--- src/rtl/mux_lut_gate.sv ---
//------------------------------------------------------------------------------
// mux_lut_gate : registered per-lane mux-tree gate driven by a serially loaded
//                2^K-entry truth table; optional readback via MUX_LUT_READBACK_EN
// Revision     : 1.0 - initial release
//------------------------------------------------------------------------------
`default_nettype none

module mux_lut_gate #(
  parameter int WIDTH = 8,
  parameter int K     = 2
) (
  input  logic               clk,
  input  logic               rst_n,
  input  logic               cfg_valid,
  input  logic               cfg_bit,
  output logic               cfg_ready,
  input  logic               in_valid,
  output logic               in_ready,
  input  logic [K*WIDTH-1:0] in_data,
  output logic               out_valid,
  input  logic               out_ready,
`ifdef MUX_LUT_READBACK_EN
  output logic [(1<<K)-1:0]  table_o,
`endif
  output logic [WIDTH-1:0]   out_data
);

  localparam int T = 1 << K;
  localparam logic [T-1:0] DEFAULT_TABLE = {(T/2){2'b01}};

  typedef enum logic {
    RUN  = 1'b0,
    LOAD = 1'b1
  } state_t;

  state_t           state;
  logic [K-1:0]     cnt;
  logic [T-1:0]     staging;
  logic [T-1:0]     staging_next;
  logic [T-1:0]     lut;
  logic [WIDTH-1:0] lookup;
  logic             accept;

  assign cfg_ready = 1'b1;
  assign in_ready  = (state == RUN) && !cfg_valid && (!out_valid || out_ready);
  assign accept    = in_valid && in_ready;

  always_comb begin
    staging_next      = staging;
    staging_next[cnt] = cfg_bit;
  end

  // Each lane gathers its bit from every operand to form the table index.
  for (genvar i = 0; i < WIDTH; i++) begin : g_lane
    logic [K-1:0] idx;
    for (genvar j = 0; j < K; j++) begin : g_op
      assign idx[j] = in_data[j*WIDTH + i];
    end
    assign lookup[i] = lut[idx];
  end

`ifdef MUX_LUT_READBACK_EN
  assign table_o = lut;
`endif

  always_ff @(posedge clk) begin
    if (!rst_n) begin
      state     <= RUN;
      cnt       <= '0;
      staging   <= '0;
      lut       <= DEFAULT_TABLE;
      out_valid <= 1'b0;
      out_data  <= '0;
    end else begin
      case (state)
        RUN: begin
          if (cfg_valid) begin
            staging <= staging_next;
            cnt     <= K'(1);
            state   <= LOAD;
          end
        end
        LOAD: begin
          if (cfg_valid) begin
            staging <= staging_next;
            // Last entry commits straight from the next-staging value.
            if (cnt == K'(T-1)) begin
              lut   <= staging_next;
              cnt   <= '0;
              state <= RUN;
            end else begin
              cnt <= cnt + 1'b1;
            end
          end
        end
        default: state <= RUN;
      endcase

      if (accept) begin
        out_data  <= lookup;
        out_valid <= 1'b1;
      end else if (out_ready) begin
        out_valid <= 1'b0;
      end
    end
  end

endmodule

`default_nettype wire

--- config.mk ---
export PLATFORM = sky130hd
export DESIGN_NAME = mux_lut_gate
export DESIGN_NICKNAME = d
export VERILOG_FILES = /design/src/rtl/mux_lut_gate.sv
export SDC_FILE = /design/constraint.sdc
export NUM_CORES = 1
export LEC_CHECK = 0
export CORE_MARGIN = 1
export CORE_UTILIZATION = 48
export CTS_BUF_LIST = sky130_fd_sc_hd__clkbuf_16
export DETAILED_ROUTE_END_ITERATION = 10
export PLACE_DENSITY = 0.83
export SETUP_SLACK_MARGIN = 0.2
export SLEW_MARGIN = 20
export SYNTH_ARGS = -nofsm -noshare
export SYNTH_HDL_FRONTEND = slang
export SYNTH_SLANG_ARGS = --single-unit
export TNS_END_PERCENT = 100
--- constraint.sdc ---
create_clock -name clk -period 2.7 [get_ports clk]
set_input_delay 0.27 -clock clk [delete_from_list [all_inputs] [get_ports clk]]
set_output_delay 0.27 -clock clk [all_outputs]
set_load 0.03 [all_outputs]
==> results.sh <==
export IMPL_root_buffer="clkbuf_16"
export IMPL_cts_tree="done"
export IMPL_syn_instance_count=94
export IMPL_worstSkewPairLatency_ns=0.25
export IMPL_grt_pass1_wl_um=3360
export IMPL_synth_edf_count=0
export IMPL_cts_htree_levels=1
export IMPL_ys_flop_type="dfxtp_1"
export IMPL_min_to="out_data[7]"
export IMPL_syn_to_final_growth_pct=39.7
export IMPL_r2r_slack_ns=1.51
export IMPL_grt_overflow=0
export IMPL_synth_top_area_share_pct=37.9
export IMPL_worstSetupPathType="in2out"
export IMPL_gp_congestion=0.712
export IMPL_r2r_start="cnt[0]"
export IMPL_vias=832
export IMPL_core_um2=1960
export IMPL_p_leak_nw=0.507
export IMPL_synth_area_um2=1000
export IMPL_cts_buffers=3
export IMPL_hold_viol=0
export IMPL_max_freq_ghz=0.447
export IMPL_holdCritPathClass="reg2reg"
export IMPL_dpl_hpwl_um=1690
export IMPL_status="finished, final reports clean"
export IMPL_die_x_um=47.8
export IMPL_whs_path_depth=1
export IMPL_num_rows=16
export IMPL_crit_arrival_ns=1.96
export IMPL_clockBufferDepth=2
export IMPL_wl_per_cell_um=14.6
export IMPL_ys_seq_area_share_pct=37.9
export IMPL_drt_vias_per_instance=5.47
export IMPL_grt_max_degree=13
export IMPL_min_from="out_data[7]"
export IMPL_endpoint_kind="output port"
export IMPL_ant_nets=0
export IMPL_nNetsFinal=152
export IMPL_p_per_area_nw_per_um2=511
export IMPL_drtIter0Drc=12
export IMPL_grt_antenna_before_repair=0
export IMPL_cap_violations=0
export IMPL_grt_pass1_vias=759
export IMPL_die_area_um2=2280
export IMPL_critPathMaxFanout=12
export IMPL_syn_num_nets=120
export IMPL_clk_pin_slew_ns=0.05
export IMPL_ys_ff_latch=19
export IMPL_postCtsHoldBufs=0
export IMPL_synthTopCellsByArea="dfxtp_1 38%, mux4_2 18%, o2bb2ai_1 7.0%"
export IMPL_initial_core_util_pct=51.2
export IMPL_timing_hold_ws_ns=0.460
export IMPL_yosysMostFrequentCell="dfxtp_1"
export IMPL_layout_drive_gt1_share_pct=14.4
export IMPL_period_needed_ns=2.23
export IMPL_drt_pass1_iterations=4
export IMPL_worst_setup_path_start_kind="primary input"
export IMPL_antennaDiodeCount=0
export IMPL_async_flop_share_pct=0
export IMPL_die_h_um=47.8
export IMPL_numClockSinks=19
export IMPL_yosys_warnings=0
export IMPL_synth_top_area_cell="dfxtp_1"
export IMPL_cts_resized=0
export IMPL_r2r_end="lut[1]"
export IMPL_drv_slew=0
export IMPL_ir_drop_v=0.000343
export IMPL_period_share_pct=82.8
export IMPL_yosysUniqueCellTypes=25
export IMPL_fin_setup_tns_ns=0
export IMPL_drt_wl_total_um=2220
export IMPL_io_pin_count=33
export IMPL_syn_avg_cell_area_um2=10.7
export IMPL_cts_setup_buffers=0
export IMPL_drcViolationCount=0
export IMPL_reg2reg_depth=4
export IMPL_grt_total_usage_pct=22.1
export IMPL_rsz0062_at_grt="no"
export IMPL_cp_data_required_time_ns=2.43
export IMPL_skew_ns=0.00195
export IMPL_finalSetupViolations=0
export IMPL_synth_commonest_cells="19 x dfxtp_1, 9 x nand2_1, 8 x clkinv_1, 8 x mux4_2, 8 x o2bb2ai_1"
export IMPL_nFillCells=146
export IMPL_io_buffer_count=31
[per-stage QoR]
stage / power [mW] / utilization, % / setup slack [ns] / instance area, µm² / instances
CTS: 0.725 / 71.6 / 0.466 / 1400 / 152
global placement: 0.422 / 67.5 / 0.498 / 1320 / 148
global route: 0.745 / 71.6 / 0.351 / 1400 / 152
floorplan: 0.371 / - / 1.46 / 1000 / 94
detailed placement: 0.425 / 67.5 / 0.467 / 1320 / 148
finish: 0.717 / 71.6 / 0.465 / 1400 / 152
[layer usage]
metal | global-route usage, % | share of wire [%] | up-vias
li1 | - | - | 404
met1 | 24.0 | 41 | 392
met2 | 38.1 | 48 | 30
met3 | 4.91 | 7.5 | 6
met4 | 15.0 | 3.0 | 0
met5 | 0 | 0 | -
[cell usage in the layout (no fill, tap or decap), types with 2 or more instances in the layout]
cell and n:
mux2i_1 4, inv_1 3, mux4_2 8, o211ai_1 3, nor2_1 2, nand2b_1 2
a21oi_1 5, ha_1 4, nand3_1 5, dfxtp_1 19, clkdlybuf4s50_1 31, o2bb2ai_1 8
nand2_1 9, clkinv_1 8, clkbuf_16 3
[worst max-delay path, cell delays in order]
cell	delay [ns]
clkdlybuf4s50_1	0.62
nor2_4	0.27
and2_1	0.15
clkdlybuf4s50_1	0.66
[logic make-up after synthesis]
logic type,Yosys count,share of synthesized area (%)
AND/OR/NAND/NOR,24,12.7
adder cells (fa/ha/maj),4,4.98
AO/OA/AOI/OAI,19,15.6
buffers and inverters,15,6.60
other,1,0.373
multiplexers,12,21.9
flip-flops,19,37.9
[registers in the layout, summed over array words and instances (netlist names)]
signal     flops
out_data       8
state          1
lut            4
out_valid      1
staging        3
cnt            2
[worst max path at each step]
| stage | from | end | slack [ns] |
|---|---|---|---|
| CTS | cfg_valid | in_ready | 0.47 |
| detailed placement | cfg_valid | in_ready | 0.47 |
| finish | cfg_valid | in_ready | 0.47 |
| global placement | cfg_valid | in_ready | 0.50 |
| floorplan | out_valid | in_ready | 1.46 |
| global route | cfg_valid | in_ready | 0.35 |
[cell type report]
cell class                      count  area (µm²)  share of cell area [%]
Clock buffer                        3        75.1                    5.35
Clock inverter                      1        5.00                   0.357
Inverter                           11        41.3                    2.94
Multi-Input combinational cell     60         558                    39.8
Sequential cell                    19         380                    27.1
Tap cell                           27        33.8                    2.41
Timing Repair Buffer               31         310                    22.1
[power by group]
part / total, mW / switching [mW] / leakage [nW] / internal, mW
Clock: 0.298 / 0.0996 / 0.0409 / 0.198
Combinational: 0.120 / 0.0539 / 0.311 / 0.0658
Sequential: 0.299 / 0.00802 / 0.155 / 0.291
Total: 0.717 / 0.162 / 0.507 / 0.555
Power figures use the tool's default switching activity.
